===== config.mk =====
export PLATFORM = sky130hd
export DESIGN_NAME = comp_two_decode_flat
export DESIGN_NICKNAME = d
export VERILOG_FILES = /design/src/rtl/comp_two_decode_if.sv /design/src/rtl/comp_two_decode.sv /design/src/flat_wrapper.sv
export SDC_FILE = /design/constraint.sdc
export NUM_CORES = 1
export LEC_CHECK = 0
export CAP_MARGIN = 20
export CORE_ASPECT_RATIO = 0.5
export CORE_UTILIZATION = 55
export DETAILED_ROUTE_END_ITERATION = 7
export PLACE_DENSITY = 0.81
export SYNTH_ARGS = -nofsm -noshare
export SYNTH_HDL_FRONTEND = slang
export SYNTH_SLANG_ARGS = --single-unit

===== constraint.sdc =====
create_clock -name CLK -period 3.1 [get_ports CLK]
set_input_delay 0.465 -clock CLK [delete_from_list [all_inputs] [get_ports CLK]]
set_output_delay 0.465 -clock CLK [all_outputs]
set_load 0.05 [all_outputs]

===== src/rtl/comp_two_decode_if.sv =====
// Handshake bundle for comp_two_decode: operand in, sign-magnitude result out.
// The slave modport is the decoder's view; master is the producer/consumer side.
interface comp_two_decode_if #(
  parameter int WIDTH = 8
);
  logic [WIDTH-1:0] IN_DATA;
  logic             IN_VALID;
  logic             IN_READY;
  logic             OUT_SIGN;
  logic [WIDTH-1:0] OUT_MAG;
  logic [WIDTH-1:0] OUT_PACKED;
  logic             OUT_OVF;
  logic             OUT_VALID;
  logic             OUT_READY;

  modport slave (
    input  IN_DATA,
    input  IN_VALID,
    input  OUT_READY,
    output IN_READY,
    output OUT_SIGN,
    output OUT_MAG,
    output OUT_PACKED,
    output OUT_OVF,
    output OUT_VALID
  );

  modport master (
    output IN_DATA,
    output IN_VALID,
    output OUT_READY,
    input  IN_READY,
    input  OUT_SIGN,
    input  OUT_MAG,
    input  OUT_PACKED,
    input  OUT_OVF,
    input  OUT_VALID
  );
endinterface


===== src/rtl/comp_two_decode.sv =====
// comp_two_decode: two's-complement operand to sign-magnitude.
// Non-negative operands complete on the accept edge. Negative operands are
// negated bit-serially, LSB first (copy bits up to and including the first 1,
// invert the rest), taking WIDTH extra edges.
// Optional macro COMP_TWO_DECODE_FAST_EN: negate in parallel at the accept
// edge instead; the shift register and bit counter are then not built.
module comp_two_decode #(
  parameter int WIDTH = 8
) (
  input  logic              CLK,
  input  logic              RESET_N,
  comp_two_decode_if.slave  bus
);

  typedef enum logic [1:0] {
    IDLE  = 2'd0,
    SHIFT = 2'd1,
    DONE  = 2'd2
  } state_t;

  state_t state, state_nxt;

  logic             accept;
  logic             sign_r;
  logic             ovf_r;
  logic [WIDTH-1:0] mag_r;
  logic [WIDTH-1:0] packed_r;

  // Negative results: sign bit plus low magnitude bits; the most-negative
  // input has no representable magnitude and saturates to all ones.
  function automatic logic [WIDTH-1:0] sat_pack(input logic sign,
                                                input logic [WIDTH-1:0] mag);
    if (!sign)
      return mag;
    if (mag[WIDTH-1])
      return '1;
    return {1'b1, mag[WIDTH-2:0]};
  endfunction

  // A negative magnitude with its top bit set can only be 2^(WIDTH-1).
  function automatic logic is_ovf(input logic sign,
                                  input logic [WIDTH-1:0] mag);
    return sign & mag[WIDTH-1];
  endfunction

  assign accept = bus.IN_VALID && (state == IDLE);

`ifdef COMP_TWO_DECODE_FAST_EN
  logic [WIDTH-1:0] neg_mag;

  assign neg_mag = ~bus.IN_DATA + WIDTH'(1);
`else
  localparam int CNT_W = $clog2(WIDTH);

  logic [WIDTH-1:0] sreg;
  logic [WIDTH-1:0] acc;
  logic [WIDTH-1:0] acc_nxt;
  logic [CNT_W-1:0] cnt;
  logic             seen_one;
  logic             res_bit;
  logic             shift_last;

  assign res_bit    = seen_one ? ~sreg[0] : sreg[0];
  assign acc_nxt    = {res_bit, acc[WIDTH-1:1]};
  assign shift_last = (state == SHIFT) && (cnt == CNT_W'(WIDTH - 1));

  // Serial negation engine: load on accept, one result bit per SHIFT edge.
  always_ff @(posedge CLK or negedge RESET_N) begin
    if (!RESET_N) begin
      sreg     <= '0;
      acc      <= '0;
      cnt      <= '0;
      seen_one <= 1'b0;
    end else if (accept) begin
      sreg     <= bus.IN_DATA;
      acc      <= '0;
      cnt      <= '0;
      seen_one <= 1'b0;
    end else if (state == SHIFT) begin
      sreg     <= sreg >> 1;
      acc      <= acc_nxt;
      seen_one <= seen_one | sreg[0];
      cnt      <= cnt + CNT_W'(1);
    end
  end
`endif

  // State register.
  always_ff @(posedge CLK or negedge RESET_N) begin
    if (!RESET_N)
      state <= IDLE;
    else
      state <= state_nxt;
  end

  // Next-state logic: IDLE -> (SHIFT ->) DONE -> IDLE.
  always_comb begin
    state_nxt = state;
    case (state)
      IDLE: begin
        if (accept) begin
`ifdef COMP_TWO_DECODE_FAST_EN
          state_nxt = DONE;
`else
          state_nxt = bus.IN_DATA[WIDTH-1] ? SHIFT : DONE;
`endif
        end
      end
      SHIFT: begin
`ifdef COMP_TWO_DECODE_FAST_EN
        state_nxt = IDLE;
`else
        if (shift_last)
          state_nxt = DONE;
`endif
      end
      DONE: begin
        if (bus.OUT_READY)
          state_nxt = IDLE;
      end
      default: state_nxt = IDLE;
    endcase
  end

  // Result registers: written only when a result is produced, so they hold
  // through DONE and keep their last value after the output handshake.
  always_ff @(posedge CLK or negedge RESET_N) begin
    if (!RESET_N) begin
      sign_r   <= 1'b0;
      mag_r    <= '0;
      packed_r <= '0;
      ovf_r    <= 1'b0;
    end else if (accept) begin
      sign_r <= bus.IN_DATA[WIDTH-1];
      if (!bus.IN_DATA[WIDTH-1]) begin
        mag_r    <= bus.IN_DATA;
        packed_r <= bus.IN_DATA;
        ovf_r    <= 1'b0;
      end
`ifdef COMP_TWO_DECODE_FAST_EN
      else begin
        mag_r    <= neg_mag;
        packed_r <= sat_pack(1'b1, neg_mag);
        ovf_r    <= is_ovf(1'b1, neg_mag);
      end
`else
    end else if (shift_last) begin
      mag_r    <= acc_nxt;
      packed_r <= sat_pack(1'b1, acc_nxt);
      ovf_r    <= is_ovf(1'b1, acc_nxt);
`endif
    end
  end

  assign bus.IN_READY   = (state == IDLE);
  assign bus.OUT_VALID  = (state == DONE);
  assign bus.OUT_SIGN   = sign_r;
  assign bus.OUT_MAG    = mag_r;
  assign bus.OUT_PACKED = packed_r;
  assign bus.OUT_OVF    = ovf_r;

endmodule

===== src/flat_wrapper.sv =====
// flat-port wrapper written by rule: the top's interface ports become plain ports
module comp_two_decode_flat 
#(
  parameter int WIDTH = 8
)
  (CLK, RESET_N, bus_IN_DATA, bus_IN_VALID, bus_OUT_READY, bus_IN_READY, bus_OUT_SIGN, bus_OUT_MAG, bus_OUT_PACKED, bus_OUT_OVF, bus_OUT_VALID);
  comp_two_decode_if #(.WIDTH(WIDTH)) bus_i ();
  input  logic CLK;
  input  logic RESET_N;
  input wire logic [$bits(bus_i.IN_DATA)-1:0] bus_IN_DATA;
  input wire logic [$bits(bus_i.IN_VALID)-1:0] bus_IN_VALID;
  input wire logic [$bits(bus_i.OUT_READY)-1:0] bus_OUT_READY;
  output wire logic [$bits(bus_i.IN_READY)-1:0] bus_IN_READY;
  output wire logic [$bits(bus_i.OUT_SIGN)-1:0] bus_OUT_SIGN;
  output wire logic [$bits(bus_i.OUT_MAG)-1:0] bus_OUT_MAG;
  output wire logic [$bits(bus_i.OUT_PACKED)-1:0] bus_OUT_PACKED;
  output wire logic [$bits(bus_i.OUT_OVF)-1:0] bus_OUT_OVF;
  output wire logic [$bits(bus_i.OUT_VALID)-1:0] bus_OUT_VALID;
  assign bus_i.IN_DATA = bus_IN_DATA;
  assign bus_i.IN_VALID = bus_IN_VALID;
  assign bus_i.OUT_READY = bus_OUT_READY;
  assign bus_IN_READY = bus_i.IN_READY;
  assign bus_OUT_SIGN = bus_i.OUT_SIGN;
  assign bus_OUT_MAG = bus_i.OUT_MAG;
  assign bus_OUT_PACKED = bus_i.OUT_PACKED;
  assign bus_OUT_OVF = bus_i.OUT_OVF;
  assign bus_OUT_VALID = bus_i.OUT_VALID;
  comp_two_decode #(.WIDTH(WIDTH)) u_core (.CLK(CLK), .RESET_N(RESET_N), .bus(bus_i));
endmodule

==> impl_results.md, run 1 <==
- Max_cap viols: 0
- CP Max Fanout: 15
- Synth top area cells: dfrtp_1 (53%), nand2_1 (5.7%), mux2_2 (4.4%)
- GPL Wtd Cong: approximately 0.76
- Chip Width: ~82 microns
- Total Die Area: ~3500 sq um
- Grt total ovfl: 0
- IO Port Bufs: 31
- Hold slack final: around 270 ps
- ANT cells: 0
- Post-synthesis async set-or-reset flop share: 100.0%
- Relative slew slack: 44.32%
- # DRC: 0
- Seq cells post-synth: 38
- Vias: ~1400
- Fmax: 0.4025 GHz
- Setup WS pre-CTS: 563.2 ps
- Clk_skew: 4.965 ps
- Largest net degree at the start of global routing: 39
- Worst-Margin Slew: 835.2 ps
- Initial antenna violation count: 0
- CTS clock-pin slew for the worst setup and hold paths: ~70 ps
- Sequential fraction of the synthesis area: 53.48%
- Yosys top cell by area: dfrtp_1
- Setup TNS: 0 ps
- XOR/XNOR Fraction of Synth Area: 0%
- Post-synthesis compound-gate area fraction: 11.75%
- Post-DR vias/cell: 5.784
- WP data required: 2630 ps
- Initial Util: 58.67%
- Longest Clk Path Bufs: 2
- # clock sinks: 38
- Reg2Reg Launch Point: u_core.state[0]
- Initial DRC count: 91
- Core Rows: 14
- Final WL: roughly 4000 microns
- Final-report hold violation count: 0
- Post-route ant nets: 0
- WS Path Type: flop to output port
- Share of cells above drive strength 1: 12.24%
- # hold bufs at CTS: 0
- Post-DP HPWL: 2655 microns
- Core Region: between 3000 and 4000 sq um
- Multiplexer share of the synthesized area: 9.500%
- EDFF count, synth: 0
- Die height: 42.21 microns
- Ys flop type: dfrtp_1
- Crit path time final: 2484 ps
- Cell count after synthesis: 165
- Average size of a mapped cell: 10.78 sq um
- R2R cell count: 4
- Htree depth: 2
- Ys Warns: 0
- Period utilization: 80.14%
- Synth Area in Simple Gates: 16.96%
- Worst VDD drop: approximately 0.00069 V
- Reg2reg end: u_core.bus.OUT_MAG[6]
- Filler cells: around 240
- Final #Nets: 210
- Post-CTS Setup Bufs: 0
- Worst Setup Start Kind: flop
- Crit. End Element: output port
- WP data arrival: 2020 ps
- Outcome: completed
- Syn Nets: 180
- Drt first pass iters: 4
- Global-route wire length before repair: 6568 microns
- Post-CTS Resized: 0
- Vias in the first global route: around 1300
- Total Power: 2585 uW
- Largest family of logic cells by synthesized area: simple AND/OR/NAND/NOR gates
- Fin util: 71.88%
- # IOs: 32
- Cell Pwr Density: about 1200 nW/um^2
- Area grow syn2layout: 22.52%
- Yosys cell types: 30
- Leakage power: just over 0.001 uW
- Clock Latency Late Sink: about 280 ps
- CTS Root Cell: clkbuf_8
- CTS tree: yes
- Num CTS Buffers: 5
- Hold crit path type: input port to asynchronous set/reset pin
- Setup WS post-layout: 615.6 ps
- Post-synth top area share: 53.48%
- Adder and majority gate portion of the synthesized area: approximately 2.1%
- Worst R2R Setup Slack: 1080 ps
- Cell Area, Synth: 1778 sq um
- Fin. max-slew vios: 0
- Avg WL per Cell: 16.99 microns
- Final setup vio count: 0
- Tot GR Track Use: roughly a quarter
- RSZ-0062 raised after global routing: false
state kept, by name (all words and copies together) (netlist names):
register,flops
u_core.seen_one,1
u_core.sreg,8
u_core.acc,7
u_core.cnt,3
u_core.state,2
u_core.bus.OUT_SIGN,1
u_core.bus.OUT_PACKED,8
u_core.bus.OUT_MAG,8
cells in the final DEF, fill, tap and decap left out, drive strengths merged, types with 3 or more instances in the layout:
cell and count:
a21oi 8, a221o 6, buf 4, clkbuf 7, clkdlybuf4s50 30, dfrtp 38
ha 3, inv 11, mux2 9, mux2i 6, nand2 27, nand3 10
nor2 8, nor4bb 6, o21ai 5, o21bai 7
synthesized netlist by cell type (6+ instances only):
| cell | count |
|---|---|
| dfrtp_1 | 38 |
| inv_1 | 11 |
| nor4bb_1 | 6 |
| mux2i_1 | 6 |
| nor2_1 | 8 |
| nand2_1 | 27 |
| a221o_1 | 6 |
| a21oi_1 | 7 |
| o21bai_1 | 7 |
| nand3_1 | 10 |
| mux2_2 | 7 |
stage by stage:
step,cells,cell area [sq um]
2_1_floorplan,165,1778
3_3_place_gp,228,2087
3_5_place_dp,228,2087
4_1_cts,236,2178
5_1_grt,236,2178
6_report,236,2178
layer usage:
layer,global-route usage [%],vias to the layer above,part of all wire (%)
met5,0,-,0
met4,6.667,0,0.95
met2,38.51,39,45
met1,38.41,693,47
met3,8.913,6,6.7
li1,-,627,-
report_power, final:
group	leakage [uW]	internal, uW	switching [uW]
combinational	0.000475	502	838
sequential	0.000483	713	182
clock	0.0000482	180	171
total	0.00101	1390	1190
how the worst max path moves through the flow:
stage                               start                  endpoint  depth (start not counted)
after floorplan           u_core.state[1]             bus_OUT_VALID                          2
final                     u_core.state[1]             bus_OUT_VALID                          2
after detailed placement     bus_IN_VALID     u_core.bus.OUT_MAG[6]                          5
after global placement       bus_IN_VALID  u_core.bus.OUT_PACKED[4]                          4
after global routing      u_core.state[1]             bus_OUT_VALID                          2
after CTS                 u_core.state[1]             bus_OUT_VALID                          2
critical path, stage by stage (launching register included):
cell and delay [ps]:
dfrtp_1 650, nor2b_1 250, clkdlybuf4s50_1 840
final cells by class:
| type | count | area (sq um) | area share [%] |
|---|---|---|---|
| clock buffers | 7 | 86.33 | 3.963 |
| clock inverters | 1 | 5.005 | 0.2298 |
| inverters | 11 | 41.29 | 1.895 |
| multi-input cells | 105 | 716.9 | 32.91 |
| flip-flops and latches | 38 | 950.9 | 43.65 |
| well taps | 40 | 50.05 | 2.298 |
| repair buffers | 34 | 327.8 | 15.05 |
cell families (layout without fill, tap and decap cells):
logic type,after synthesis,count (layout)
buffers and inverters,22,53
and+or+nand+nor,58,58
AOI/OAI and AO/OA,29,29
muxes,15,15
DFF,38,38
adders and majority gates,3,3
Note: power is estimated with default switching activity, not from simulation.
==> inputs of run 2 (changes only) <==
CORE_UTILIZATION = 46   (was 55)
PLACE_DENSITY = 0.72   (was 0.81)
clock period = 2 ns   (was 3.1 ns; I/O delays follow)
==> run 2 against run 1 <==
Effect of this change: sequential cell count stayed put; sequential share of layout area down 2.9 points; global-route usage down 4.7 points; core utilization shrank 6.4 points.
==> impl_results.md, run 2 (same netlist as run 1, synthesis figures left out) <==
- Avg WL per Cell: 15.44 microns
- Reg2reg end: u_core.bus.OUT_PACKED[1]
- Initial antenna violation count: 0
- Cell Pwr Density: 1805 nW/um^2
- Worst Setup Start Kind: flop
- GPL Wtd Cong: 0.8050
- Largest net degree at the start of global routing: 39
- Longest Clk Path Bufs: 2
- Grt total ovfl: 0
- Fin. max-slew vios: 0
- Core Rows: 15
- Clk_skew: 8.282 ps
- Total Power: 4214 uW
- Clk pwr share: 15.2%
- Htree depth: 2
- Post-CTS Resized: 0
- Combinational Power Share: between 50% and 60%
- Core Region: 3566 sq um
- Worst R2R Setup Slack: 260 ps
- Post-DR vias/cell: 5.351
- RSZ-0062 raised after global routing: false
- Hold slack final: 496.6 ps
- Vias: 1386
- Share of cells above drive strength 1: between 10% and 20%
- Initial DRC count: 61
- Worst-Margin Slew: 621.3 ps
- Switching pwr: 1873 uW
- Post-route ant nets: 0
- Period utilization: roughly nine tenths
- Outcome: completed
- WP data arrival: 1500 ps
- IO Port Bufs: 31
- Most frequent cells in the layout: dfrtp_1 (38), clkdlybuf4s50_1 (28), nand2_1 (27)
- Final WL: 3999 microns
- CP Max Fanout: 8
- Area grow syn2layout: 31.32%
- Total Die Area: 4133 sq um
- Filler cells: 269
- CTS tree: yes
- R2R cell count: 4
- Drt first pass iters: 4
- Setup TNS: 0 ps
- ANT cells: 0
- Max_cap viols: 0
- # clock sinks: 38
- Initial Util: about half
- Fmax: 0.5556 GHz
- CTS clock-pin slew for the worst setup and hold paths: 70 ps
- WS Path Type: flop to output port
- WP data required: 1700 ps
- Num CTS Buffers: 5
- # IOs: 32
- Chip Width: about 90 microns
- Sw frac: 44.43%
- Vias in the first global route: 1375
- Die height: 45.96 microns
- # DRC: 0
- Final #Nets: about 220
- Worst VDD drop: 0.0009794 V
- Final-report hold violation count: 0
- Commonest non-fill, non-tap cell in the layout: dfrtp_1
- Reg2Reg Launch Point: u_core.state[0]
- Leakage power: 0.001088 uW
- Final setup vio count: 0
- Post-DP HPWL: roughly 2700 microns
- Sequential share of power: 32.3%
- Tot GR Track Use: 21.84%
- Clock Latency Late Sink: 290 ps
- Crit. End Element: output port
- Global-route wire length before repair: 6699 microns
- Hold crit path type: input port to asynchronous set/reset pin
- Relative slew slack: 58.00%
- CTS Root Cell: clkbuf_8
- Int Power: 2342 uW
- Crit path time final: 1800 ps
==> run 2: how the worst max path moves through the flow <==
stage               slack [ps]                       end  cells after the start                  start
floorplan                  320             bus_OUT_VALID                      2        u_core.state[1]
detailed placement          20  u_core.bus.OUT_PACKED[1]                      5           bus_IN_VALID
finish                     200             bus_OUT_VALID                      3        u_core.state[1]
global route               140             bus_OUT_VALID                      3        u_core.state[1]
CTS                        200            bus_OUT_MAG[7]                      1  u_core.bus.OUT_MAG[7]
global placement            40     u_core.bus.OUT_MAG[0]                      5           bus_IN_VALID
==> run 2: final cells by class <==
class | instances | area, sq um | share of cell area (%)
inverter | 11 | 41.29 | 1.768
timing repair buffer | 46 | 452.9 | 19.40
clock buffer | 5 | 68.82 | 2.947
tap | 51 | 63.81 | 2.733
multi-input combinational | 105 | 716.9 | 30.71
clock inverter | 3 | 40.04 | 1.715
sequential | 38 | 950.9 | 40.73
==> run 2: metal layers <==
| layer | routed length, microns | vias to the layer above | global-route usage, % |
|---|---|---|---|
| met3 | 231 | 11 | 5.667 |
| met5 | 0 | - | 0 |
| li1 | - | 651 | - |
| met2 | 1745 | 47 | 34.77 |
| met4 | 89 | 0 | 9.032 |
| met1 | 1932 | 677 | 29.32 |
==> run 2: power by group through the flow <==
stage / registers, uW / clock network (uW) / logic, uW
floorplan: 1820 / 0 / 999
global placement: 1350 / 0 / 2150
detailed placement: 1370 / 0 / 2190
CTS: 1360 / 645 / 2210
global route: 1410 / 672 / 2390
finish: 1360 / 642 / 2210
==> run 2: per-stage QoR <==
| step | std cells | instance area [sq um] | util, % | setup WS (ps) |
|---|---|---|---|---|
| 4_1_cts | 259 | 2335 | 65.47 | 202.0 |
| 3_5_place_dp | 250 | 2216 | 62.14 | 20.82 |
| 3_3_place_gp | 250 | 2216 | 62.14 | 40.88 |
| 6_report | 259 | 2335 | 65.47 | 200.2 |
| 2_1_floorplan | 165 | 1778 | - | 319.0 |
| 5_1_grt | 259 | 2335 | 65.47 | 135.9 |
==> run 2: what timing repair did <==
| action | in CTS | in global routing |
|---|---|---|
| endpoints found under the hold margin | 38 | 0 |
| hold buffers | 1 | 0 |
| buffers inserted | 0 | 0 |
==> run 2: critical path, cell delays in order, from the launching register on <==
cell,delay [ps]
dfrtp_1,520
buf_4,230
nor2b_1,280
buf_12,180
==> inputs of run 3 (changes only) <==
CORE_UTILIZATION = 40   (was 46)
PLACE_DENSITY = 0.64   (was 0.72)
==> run 3 against run 2 <==
Effect of this change: first-iteration DRC count fell by 41%; non-clock buffer count rose by 4; sequential power barely moved; combinational power barely moved; worst hold slack got worse by 9.4 ps; total power fell by 3.6%; largest power group unchanged; clock skew fell by 4.3 ps.
==> impl_results.md, run 3 (same netlist as run 1, synthesis figures left out) <==
- Cell Pwr Density: 1748 nW/um^2
- Fmax: 0.5674 GHz
- Clk_skew: approximately 4 ps
- # IOs: 32
- CP Max Fanout: 9
- WS Path Type: flop to output port
- Initial antenna violation count: 0
- Tot GR Track Use: 18.68%
- Clock Latency Late Sink: 280 ps
- CTS tree: yes
- Initial DRC count: 36
- Core Region: 4084 sq um
- Initial Util: 43.54%
- Drt first pass iters: 4
- Htree depth: 2
- Setup TNS: 0 ps
- Worst Setup Start Kind: flop
- Die height: 49.15 microns
- Vias in the first global route: 1318
- Period utilization: between 80% and 90%
- CTS Root Cell: clkbuf_8
- Share of cells above drive strength 1: 18.48%
- Most frequent cells in the layout: dfrtp_1 (38), clkdlybuf4s50_1 (28), nand2_1 (27)
- Area grow syn2layout: 30.68%
- Final #Nets: 226
- Grt total ovfl: 0
- WP data arrival: 1460 ps
- Final-report hold violation count: 0
- Final WL: 3918 microns
- Post-DR vias/cell: 5.117
- Longest Clk Path Bufs: 2
- Post-DP HPWL: 2744 microns
- GPL Wtd Cong: 0.7551
- # DRC: 0
- Commonest non-fill, non-tap cell in the layout: dfrtp_1
- Outcome: completed
- CTS clock-pin slew for the worst setup and hold paths: 70 ps
- Post-route ant nets: 0
- IO Port Bufs: 31
- Num CTS Buffers: 5
- Post-CTS Resized: 0
- Final setup vio count: 0
- WP data required: 1700 ps
- Vias: 1356
- RSZ-0062 raised after global routing: false
- Fin util: 56.89%
- Fin. max-slew vios: 0
- Worst-Margin Slew: 618.6 ps
- Hold crit path type: flop to flop
- Max_cap viols: 0
- Crit. End Element: output port
- # clock sinks: 38
- ANT cells: 0
- Crit path time final: about 1800 ps
- Leakage power: 0.001086 uW
- Total Die Area: 4732 sq um
- Relative slew slack: between 50% and 60%
- Chip Width: 96.29 microns
- Avg WL per Cell: 14.78 microns
- Core Rows: 16
- Worst VDD drop: 0.0007611 V
- Largest net degree at the start of global routing: 39
- Global-route wire length before repair: between 6000 and 7000 microns
[run 3: cell types whose count changed in the layout (fill, tap and decap cells not counted), sizes merged]
cell / before / now
bufinv: 1 / 0
clkbuf: 5 / 7
clkinv: 2 / 0
buf: 17 / 21
[run 3: report_power, final]
group | internal [uW] | leakage, uW | switching, uW
registers | 1110 | 0.000483 | 240
logic | 873 | 0.000565 | 1340
clock network | 240 | 0.0000383 | 258
total | 2220 | 0.00109 | 1840
[run 3: critical path, stage by stage, from the launching register on]
cell     delay (ps)
dfrtp_1         490
buf_4           230
nor2b_1         280
buf_12          180
[run 3: path summary, 6_finish.rpt]
| kind | cells after the start | endpoint | slack [ps] | start |
|---|---|---|---|---|
| min in group asynchronous | 3 | u_core.cnt[2] | 500 | RESET_N |
| max in group asynchronous | 3 | u_core.bus.OUT_PACKED[5] | 1300 | RESET_N |
| setup reg to reg | 4 | u_core.bus.OUT_PACKED[4] | 300 | u_core.state[0] |
| hold / removal | 2 | u_core.bus.OUT_SIGN | 490 | u_core.bus.OUT_SIGN |
| setup / recovery | 3 | bus_OUT_VALID | 240 | u_core.state[1] |
| hold reg to reg | 2 | u_core.bus.OUT_SIGN | 490 | u_core.bus.OUT_SIGN |
[run 3: layer usage]
metal,GRT usage (%),wire [microns]
met1,29.39,2155
met2,24.94,1599
met3,5.140,144
met4,4.478,19
met5,0,0
[run 3: stage by stage]
| stage | std cells | hold WS [ps] | area, sq um | total power, uW | worst slack, ps |
|---|---|---|---|---|---|
| final | 265 | 487.2 | 2323 | 4062 | 237.7 |
| after global routing | 265 | 517.3 | 2323 | 4330 | 179.8 |
| after CTS | 265 | 495.3 | 2323 | 4072 | 226.8 |
| after detailed placement | 257 | 281.1 | 2237 | 3559 | 15.74 |
| after global placement | 257 | 280.1 | 2237 | 3524 | 34.59 |
| after floorplan | 165 | 4.409 | 1778 | 2821 | 319.0 |
[run 3: what timing repair did]
| action | CTS | global route |
|---|---|---|
| endpoints found under the hold margin | 38 | 0 |
| hold buffers | 1 | 0 |
| setup buffers | 0 | 0 |
[run 3: area by class of cell]
type                            count  area (sq um)
Clock buffer                        7         76.32
Multi-Input combinational cell    105         716.9
Fill cell                         379          1760
Inverter                           11         41.29
Tap cell                           54         67.56
Timing Repair Buffer               50         470.5
Sequential cell                    38         950.9
